`src/rtl/alu_exec_unit.sv`:
```
// alu_exec_unit: execution stage behind the opcode decoder.
// Accepts a decoded opcode plus two operands over a valid/ready handshake and
// returns a registered result with carry/zero/err flags over a second
// valid/ready handshake. Logic ops take one cycle; MUL is a WIDTH-step
// shift-add sequence.
//
// Ports:
//   clk       - system clock, rising edge
//   rst       - synchronous active-high reset
//   in_valid  - opcode/operands presented
//   in_ready  - unit can accept (IDLE only)
//   opcode    - 3-bit decoded opcode, 000 = illegal
//   a, b      - operands
//   out_valid - result held (DONE only)
//   out_ready - consumer takes the result
//   result    - operation result
//   carry     - carry / borrow / product overflow
//   zero      - result == 0
//   err       - illegal opcode was accepted
module alu_exec_unit #(
  parameter int unsigned WIDTH = 8,
  parameter int unsigned CNT_W = 4
) (
  input  logic             clk,
  input  logic             rst,
  input  logic             in_valid,
  output logic             in_ready,
  input  logic [2:0]       opcode,
  input  logic [WIDTH-1:0] a,
  input  logic [WIDTH-1:0] b,
  output logic             out_valid,
  input  logic             out_ready,
  output logic [WIDTH-1:0] result,
  output logic             carry,
  output logic             zero,
  output logic             err
);

  localparam logic [2:0] OpIll = 3'b000;
  localparam logic [2:0] OpAdd = 3'b001;
  localparam logic [2:0] OpSub = 3'b010;
  localparam logic [2:0] OpAnd = 3'b011;
  localparam logic [2:0] OpOr  = 3'b100;
  localparam logic [2:0] OpXor = 3'b101;
  localparam logic [2:0] OpShl = 3'b110;
  localparam logic [2:0] OpMul = 3'b111;

  localparam logic [CNT_W-1:0] WidthCnt = CNT_W'(WIDTH);
  localparam logic [CNT_W-1:0] LastStep = CNT_W'(WIDTH - 1);

  typedef enum logic [1:0] {StIdle, StMul, StDone} state_e;

  state_e               r_state, w_state_d;
  logic [WIDTH-1:0]     r_result, w_result_d;
  logic                 r_carry, w_carry_d;
  logic                 r_zero, w_zero_d;
  logic                 r_err, w_err_d;
  logic [2*WIDTH-1:0]   r_acc, w_acc_d;
  logic [2*WIDTH-1:0]   r_mcand, w_mcand_d;
  logic [WIDTH-1:0]     r_mplier, w_mplier_d;
  logic [CNT_W-1:0]     r_cnt, w_cnt_d;

  // Single-cycle datapath, evaluated on the live inputs at the accept edge.
  logic [WIDTH:0]       w_sum;
  logic [WIDTH:0]       w_diff;
  logic [CNT_W-1:0]     w_shamt;
  logic [WIDTH-1:0]     w_shl;
  logic [WIDTH-1:0]     w_op_res;
  logic                 w_op_carry;
  logic                 w_op_err;
  logic [2*WIDTH-1:0]   w_acc_step;

  assign w_sum   = {1'b0, a} + {1'b0, b};
  // The extra MSB of the widened difference is the unsigned borrow.
  assign w_diff  = {1'b0, a} - {1'b0, b};
  assign w_shamt = b[CNT_W-1:0];
  assign w_shl   = (w_shamt >= WidthCnt) ? '0 : (a << w_shamt);

  always_comb begin
    w_op_res   = '0;
    w_op_carry = 1'b0;
    w_op_err   = 1'b0;
    unique case (opcode)
      OpAdd: begin
        w_op_res   = w_sum[WIDTH-1:0];
        w_op_carry = w_sum[WIDTH];
      end
      OpSub: begin
        w_op_res   = w_diff[WIDTH-1:0];
        w_op_carry = w_diff[WIDTH];
      end
      OpAnd:   w_op_res = a & b;
      OpOr:    w_op_res = a | b;
      OpXor:   w_op_res = a ^ b;
      OpShl:   w_op_res = w_shl;
      OpIll:   w_op_err = 1'b1;
      default: w_op_res = '0;  // OpMul is handled by the sequencer
    endcase
  end

  assign w_acc_step = r_mplier[0] ? (r_acc + r_mcand) : r_acc;

  always_comb begin
    w_state_d  = r_state;
    w_result_d = r_result;
    w_carry_d  = r_carry;
    w_zero_d   = r_zero;
    w_err_d    = r_err;
    w_acc_d    = r_acc;
    w_mcand_d  = r_mcand;
    w_mplier_d = r_mplier;
    w_cnt_d    = r_cnt;
    unique case (r_state)
      StIdle: begin
        if (in_valid) begin
          if (opcode == OpMul) begin
            w_acc_d    = '0;
            w_mcand_d  = {{WIDTH{1'b0}}, a};
            w_mplier_d = b;
            w_cnt_d    = '0;
            w_state_d  = StMul;
          end else begin
            w_result_d = w_op_res;
            w_carry_d  = w_op_carry;
            w_zero_d   = (w_op_res == '0);
            w_err_d    = w_op_err;
            w_state_d  = StDone;
          end
        end
      end
      StMul: begin
        // Multiplicand is pre-shifted each step so it always sits at the
        // weight of the multiplier bit currently in the LSB.
        w_acc_d    = w_acc_step;
        w_mcand_d  = r_mcand << 1;
        w_mplier_d = r_mplier >> 1;
        w_cnt_d    = r_cnt + CNT_W'(1);
        if (r_cnt == LastStep) begin
          w_result_d = w_acc_step[WIDTH-1:0];
          w_carry_d  = |w_acc_step[2*WIDTH-1:WIDTH];
          w_zero_d   = (w_acc_step[WIDTH-1:0] == '0);
          w_err_d    = 1'b0;
          w_state_d  = StDone;
        end
      end
      StDone: begin
        if (out_ready) w_state_d = StIdle;
      end
      default: w_state_d = StIdle;
    endcase
  end

  always_ff @(posedge clk) begin
    if (rst) begin
      r_state  <= StIdle;
      r_result <= '0;
      r_carry  <= 1'b0;
      r_zero   <= 1'b0;
      r_err    <= 1'b0;
      r_acc    <= '0;
      r_mcand  <= '0;
      r_mplier <= '0;
      r_cnt    <= '0;
    end else begin
      r_state  <= w_state_d;
      r_result <= w_result_d;
      r_carry  <= w_carry_d;
      r_zero   <= w_zero_d;
      r_err    <= w_err_d;
      r_acc    <= w_acc_d;
      r_mcand  <= w_mcand_d;
      r_mplier <= w_mplier_d;
      r_cnt    <= w_cnt_d;
    end
  end

  assign in_ready  = (r_state == StIdle);
  assign out_valid = (r_state == StDone);
  assign result    = r_result;
  assign carry     = r_carry;
  assign zero      = r_zero;
  assign err       = r_err;

endmodule

```
`config.mk`:
```
export PLATFORM = sky130hd
export DESIGN_NAME = alu_exec_unit
export DESIGN_NICKNAME = d
export VERILOG_FILES = /design/src/rtl/alu_exec_unit.sv
export SDC_FILE = /design/constraint.sdc
export NUM_CORES = 1
export LEC_CHECK = 0
export ABC_CLOCK_PERIOD_IN_PS = 5700
export CAP_MARGIN = 5
export CORE_UTILIZATION = 40
export CTS_CLUSTER_SIZE = 12
export DETAILED_ROUTE_END_ITERATION = 8
export HOLD_SLACK_MARGIN = 0.12
export PLACE_DENSITY = 0.59
export SYNTH_ARGS = -nofsm -noshare
export SYNTH_HDL_FRONTEND = slang
export SYNTH_SLANG_ARGS = --single-unit
```
`constraint.sdc`:
```
create_clock -name clk -period 5.7 [get_ports clk]
set_input_delay 0.855 -clock clk [delete_from_list [all_inputs] [get_ports clk]]
set_output_delay 0.855 -clock clk [all_outputs]
set_load 0.005 [all_outputs]
```
==> results.md, run 1 <==
- Maximum number of pins on one net before global-route repair: 61
- Setup WS pre-CTS: 1428 ps
- Worst Setup Path Type: primary input to register
- Post-DP HPWL: 9037 um
- Post-synth cell types: 60
- Clock skew: 10.27 ps
- Peak VDD IR: 114.9 uV
- Post-CTS setup buffer count: 0
- Filler-free cell count of the finished design: 755
- RR Startpoint: r_mcand[3]$_SDFFE_PP0P_
- Ant diodes: 0
- Total power: 0.001134 W
- Commonest non-fill, non-tap cell in the layout: nor2_1
- CP arrival: 4270 ps
- M1 WL: 6009 um
- # IOs: 36
- Setup tns final: 0 ps
- Dpl cells: 739
- HP Class: register to register
- Slew headroom: 0.2424
- H-Tree Depth: 3
- Footprint of the multi-input gates: 0.003085 sq mm
- Post-synthesis net count: 661
- Yosys reg bits: 57
- Worst slew pin tran: 1121 ps
- Final net count: 678
- Final Hold Viols: 0
- Buffers added on ports: 35
- Met3 WL: 600 um
- Synth Instances: 593
- Mean Syn Cell Area: 7.522 sq um
- Final RePlAce weighted congestion: 0.9227
- Core area: 0.01084 sq mm
- Global-route wire length before repair: 20,670 um
- Yosys Warn Count: 0
- Metal2 WL: 5643 um
- Vias in the first global route: 4,153
- Worst-skew pair later-pin latency: 350 ps
- Clock transition at path regs: 70 ps
- CP Max Fanout: 16
- Setup WS post-layout: 1701 ps
- Die area: 0.01158 sq mm
- Fin. max-slew vios: 0
- Share of post-route cells with drive strength above 1: 0.05854
- Fin crit period: 3999 ps
- Most frequent cells in the layout: 82 x nor2_1, 80 x a21oi_1, 57 x dfxtp_1
- Static Leakage: 2.139 nW
- Synth Flop Type: dfxtp_1
- Root Driver: clkbuf_8
- EDFF count, synth: 0
- Setup Viol. Count Final: 0
- CTS Buffer Depth: 2
- Initial Utilization: 0.4115
- Total of max-cap violations: 0
- Register-to-Register Path Depth: 10
- P&R area growth vs syn: 14.39%
- Remaining DRCs: 0
- Final WL: 12,500 um
- Site row count: 38
- Resized Gates After CTS: 0
- R2r endpoint: carry$_SDFFE_PP0P_
- Initial antenna violation count: 0
- Vias post-DR: 4,346
- DIE HEIGHT: 107.6 um
- Die width: 107.6 um
- Ys async rst share: 0
- CTS tree: yes
- Num CTS Buffers: 9
- Worst path required time: 5970 ps
- Routed WL per cell: 16.55 um
- DR vias/cell: 5.756
- RSZ-0062 raised after global routing: no
- Pre-antenna DRT Iters: 4
- All-Layer GR Usage: 0.2283
- Flop2flop setup slack: 2760 ps
- Antenna-violating nets left: 0
- Part of the cycle the worst path needs: 0.7016
- Synth Cell Area: 0.004461 sq mm
- Setup crit end: result[7]$_SDFFE_PP0P_
- Crit path launch type: primary input
- CP Capture Type: register
- Status: finished, final reports clean
- Max Clk Rate: 250.1 MHz
- CTS Sinks: 57
- Cell Pwr Density: 222.3 mW/mm^2
- Top Metal Used: met4
- Post-synthesis sequential area ratio: 0.2558
- Register area: 0.001141 sq mm
- # fillers: 1,113
- Fin util: 0.4707
- Crit path from: b[1]
- Congestion Overflow GR: 0
- Post-CTS Hold Fix Bufs: 0
- Iter 0 DRT Violations: 286
[area by class of cell]
class,instances,area share
clock inverters,6,0.01324
flip-flops and latches,57,0.2236
inverters,26,0.01913
clock buffers,10,0.02697
multi-input cells,474,0.6047
repair buffers,42,0.07798
well taps,140,0.03433
[worst max-delay path, stage by stage]
cell	delay (ps)
clkdlybuf4s50_1	920
inv_1	230
ha_1	370
a21oi_1	160
o21bai_1	110
a21o_1	200
a2111oi_0	530
o21ai_0	180
and4_1	220
a31oi_1	210
nand3_1	110
a31oi_1	180
[Yosys cell counts (2+ instances only)]
master     n  share of area
a21oi_1   80          0.090
a22oi_1    9          0.015
a211oi_1  20          0.034
or3_1      5         0.0070
buf_2      3         0.0034
o21bai_1   8          0.013
nor3_1    13          0.015
inv_1     23          0.019
o21a_1     3         0.0050
dfxtp_1   57           0.26
clkbuf_1  30          0.025
and3_1     4         0.0056
xnor2_1   13          0.026
a32oi_1    3         0.0059
nand4b_1   4         0.0079
a21o_1    11          0.019
a31oi_1    7         0.0098
and2_1     2         0.0028
nand4_1    3         0.0042
nand2_1   41          0.035
ha_1      42           0.12
mux2_2     5          0.013
mux2i_1   12          0.027
xor2_1     6          0.012
buf_1      3         0.0025
fa_1       3          0.013
o21ai_0   18          0.020
o221ai_1   3         0.0059
nand2b_1   7         0.0098
nor2_1    82          0.069
a221oi_1   6          0.012
nor2b_1    4         0.0056
or3b_1     2         0.0039
nor3b_1    2         0.0034
o22ai_1    3         0.0042
inv_2      3         0.0025
o211ai_1   4         0.0067
nand3_1   18          0.020
o21ai_1    9          0.010
nand3b_1   2         0.0034
[worst min path at each step]
stage / from / cells after the start / slack [ps] / endpoint
6_report: result[5]$_SDFFE_PP0P_ / 2 / 460 / result[5]$_SDFFE_PP0P_
5_1_grt: result[5]$_SDFFE_PP0P_ / 2 / 480 / result[5]$_SDFFE_PP0P_
4_1_cts: result[5]$_SDFFE_PP0P_ / 2 / 470 / result[5]$_SDFFE_PP0P_
3_5_place_dp: result[5]$_SDFFE_PP0P_ / 2 / 460 / result[5]$_SDFFE_PP0P_
3_3_place_gp: result[5]$_SDFFE_PP0P_ / 2 / 440 / result[5]$_SDFFE_PP0P_
2_1_floorplan: result[5]$_SDFFE_PP0P_ / 2 / 450 / result[5]$_SDFFE_PP0P_
[metal layers]
metal	GRT usage	vias to the layer above
met4	0.08904	0
met3	0.03753	20
li1	-	2174
met5	0	-
met2	0.3594	123
met1	0.3095	2029
[stage by stage]
step | instance area, sq um | hold WS, ps
6_report | 5102 | 463.1
4_1_cts | 5102 | 467.0
3_5_place_dp | 4897 | 455.9
5_1_grt | 5102 | 484.8
2_1_floorplan | 4461 | 448.3
3_3_place_gp | 4897 | 441.4
[where the power goes]
part	internal [W]	leakage, nW	switching [W]
Sequential	0.000422	0.463	0.0000196
Combinational	0.000121	1.58	0.000178
Clock	0.000214	0.0985	0.000181
[registers in the layout (all words and copies together), names as in the netlist]
signal    flops
r_state       2
zero          1
r_acc        16
r_cnt         4
carry         1
err           1
r_mcand      16
result        8
r_mplier      8
[cells by family (layout without fill, tap and decap cells)]
logic type                 count (synthesis)  in the layout  share of synthesized area
AOI/OAI and AO/OA                        194            194                     0.2721
xor gates and xnor gates                  19             19                    0.03731
adders and majority gates                 45             45                     0.1313
buffers and inverters                     62             84                    0.05301
DFF                                       57             57                     0.2558
muxes                                     18             18                    0.04208
and+or+nand+nor                          198            198                     0.2084
(Power assumes the default switching activity.)
==> run 2, diff against run 1 <==
--- a/config.mk
+++ b/config.mk
@@ -5,7 +5,7 @@
 export SDC_FILE = /design/constraint.sdc
 export NUM_CORES = 1
 export LEC_CHECK = 0
-export ABC_CLOCK_PERIOD_IN_PS = 5700
+export ABC_CLOCK_PERIOD_IN_PS = 3980
 export CAP_MARGIN = 5
 export CORE_UTILIZATION = 40
 export CTS_CLUSTER_SIZE = 12
==> constraint.sdc (replaced) <==
create_clock -name clk -period 3.98 [get_ports clk]
set_input_delay 0.597 -clock clk [delete_from_list [all_inputs] [get_ports clk]]
set_output_delay 0.597 -clock clk [all_outputs]
set_load 0.005 [all_outputs]
==> run 2 against run 1 <==
Effect of this change: cell count rose by 0.93%; via count is 0.64% higher; clock skew is 2.1 ps lower; first-iteration DRC count shrank 7.0%.
==> results.md, run 2 (synthesis results as in run 1) <==
- Crit path launch type: primary input
- Site row count: 38 (unchanged)
- Pre-antenna DRT Iters: 5 (+1)
- DR vias/cell: 5.740 (-0.28%)
- Slowest stage delay, CP: 640 ps (-280 ps)
- Clock transition at path regs: 70 ps (about the same)
- Root Driver: clkbuf_8
- Final Hold Viols: 0 (unchanged)
- Vias post-DR: 4,374 (+0.64%)
- Num CTS Buffers: 9 (unchanged)
- Met2 usage: 0.3636 (+0.004121)
- HP Class: register to register
- Setup tns final: 0 ps (unchanged)
- Most frequent cells in the layout: 82 x nor2_1, 80 x a21oi_1, 57 x dfxtp_1
- Static Leakage: 2.208 nW (+3.2%)
- P&R area growth vs syn: 16.94%
- All-Layer GR Usage: 0.2288 (+0.0005041)
- Peak VDD IR: 149.7 uV (+30%)
- Setup crit end: result[7]$_SDFFE_PP0P_
- Share of post-route cells with drive strength above 1: 0.06913 (+0.01060)
- CP Max Fanout: 7 (-9)
- Post-CTS Hold Fix Bufs: 0 (unchanged)
- Top flop regs: r_acc x16, r_mcand x16
- Iter 0 DRT Violations: 266 (-7.0%)
- Clock skew: 8.188 ps (-2.078 ps)
- Commonest non-fill, non-tap cell in the layout: nor2_1
- CP Cell Sequence: clkdlybuf4s50_1 -> inv_1 -> ha_1 -> a21oi_1 -> o21bai_1 -> a21o_1 -> a2111oi_0 -> o21ai_0 -> and4_1 -> a31oi_1 -> nand3_1 -> a31oi_1
- Cell Pwr Density: 345.5 mW/mm^2 (+55%)
- Ant diodes: 0 (unchanged)
- RSZ-0062 raised after global routing: no
- Worst-skew pair later-pin latency: 350 ps (about the same)
- # fillers: 1,084 (-2.6%)
- Initial antenna violation count: 0 (unchanged)
- Core area: 0.01084 sq mm (unchanged)
- Slowest stage cell, crit path: clkdlybuf4s50_1
- Final net count: 685 (+1.0%)
- Setup Viol. Count Final: 0 (unchanged)
- Worst path required time: 4260 ps (-1710 ps)
- R2r endpoint: carry$_SDFFE_PP0P_
- RR Startpoint: r_acc[3]$_SDFFE_PP0P_
- # IOs: 36 (unchanged)
- Filler-free cell count of the finished design: 762 (+0.93%)
- Worst path most repeated cell: a31oi_1
- CP arrival: 3740 ps (-530 ps)
- Status: finished, final reports clean
- Die area: 0.01158 sq mm (unchanged)
- Remaining DRCs: 0 (unchanged)
- CTS Buffer Depth: 2 (unchanged)
- Levels on crit path: 12 (unchanged)
- CP Capture Type: register
- CTS tree: yes
- Post-CTS setup buffer count: 0 (unchanged)
- Hold wc startpoint: result[5]$_SDFFE_PP0P_
- Antenna-violating nets left: 0 (unchanged)
- Maximum number of pins on one net before global-route repair: 60 (-1.6%)
- Final RePlAce weighted congestion: 0.9224 (about the same)
- Buffers added on ports: 35 (unchanged)
- GR Util met1: 0.3055 (-0.003995)
- DIE HEIGHT: 107.6 um (unchanged)
- Worst hold slack: 451.3 ps (-11.87 ps)
- Final WL: 12,630 um (+1.1%)
- Die width: 107.6 um (unchanged)
- Worst Setup Path Type: primary input to register
- H-Tree Depth: 3 (unchanged)
- Crit path from: a[1]
- Setup WS pre-CTS: 234.7 ps (-1193 ps)
- GRT met3 Usage: 0.03814 (+0.0006053)
- CTS Sinks: 57 (unchanged)
- Congestion Overflow GR: 0 (unchanged)
- CP top delay family: compound AO/OA/AOI/OAI gates
- Post-DP HPWL: 9297 um (+2.9%)
- WP buf/inv: 2 (unchanged)
- Fin crit period: 3457 ps
- Vias in the first global route: 4,017 (-3.3%)
- Initial Utilization: 0.4115 (unchanged)
- Setup WS post-layout: 522.6 ps (-1178 ps)
- Routed WL per cell: 16.58 um (+0.14%)
- Flop2flop setup slack: 1020 ps (-1740 ps)
- Part of the cycle the worst path needs: 0.8687
- Max Clk Rate: 289.2 MHz
- Total of max-cap violations: 0 (unchanged)
- Register-to-Register Path Depth: 10 (unchanged)
- Fin. max-slew vios: 0 (unchanged)
- Global-route wire length before repair: 20,380 um (-1.4%)
- Slew headroom: 0.3939 (+0.1515)
- Worst slew pin tran: 905.8 ps (-215.3 ps)
- Dpl cells: 746 (+0.95%)
- Fin util: 0.4812 (+0.01050)
- Resized Gates After CTS: 0 (unchanged)
- Grt peak-use layer: met2
## run 2: final cells by class
cell class,count,area (sq um),share of cell area
multi-input combinational,474,3085,0.5915
clock buffer,9,123.9,0.02375
tap,140,175.2,0.03358
clock inverter,7,142.6,0.02734
sequential,57,1141,0.2188
inverter,26,97.59,0.01871
timing repair buffer,49,450.4,0.08635
## run 2: tightest hold or removal path, cell delays in order, from the launching register on
cell	delay, ps
dfxtp_1	310
nand2_1	50
a21oi_1	50
## run 2: how the worst min path moves through the flow
stage,end,slack (ps),cells past startpoint
final,result[5]$_SDFFE_PP0P_,450,2
after global routing,result[5]$_SDFFE_PP0P_,470,2
after CTS,result[5]$_SDFFE_PP0P_,450,2
after detailed placement,result[5]$_SDFFE_PP0P_,450,2
after global placement,result[5]$_SDFFE_PP0P_,440,2
after floorplan,result[5]$_SDFFE_PP0P_,450,2
## run 2: per-stage QoR
step,total power (W),area (sq um)
2_1_floorplan,0.0009178,4461
3_3_place_gp,0.001069,4950
3_5_place_dp,0.001074,4950
4_1_cts,0.001815,5216
5_1_grt,0.001891,5216
6_report,0.001802,5216
## run 2: power breakdown
group / switching [W] / internal [W]
sequential: 0.0000280 / 0.000604
clock: 0.000257 / 0.000480
combinational: 0.000255 / 0.000178
total: 0.000540 / 0.00126
## run 2: layer usage
metal	vias up	share of wire	routed length, um
met5	-	0	0
met4	0	0.028	351
met3	21	0.047	594
met2	120	0.45	5688
met1	2047	0.47	5996
li1	2186	-	-
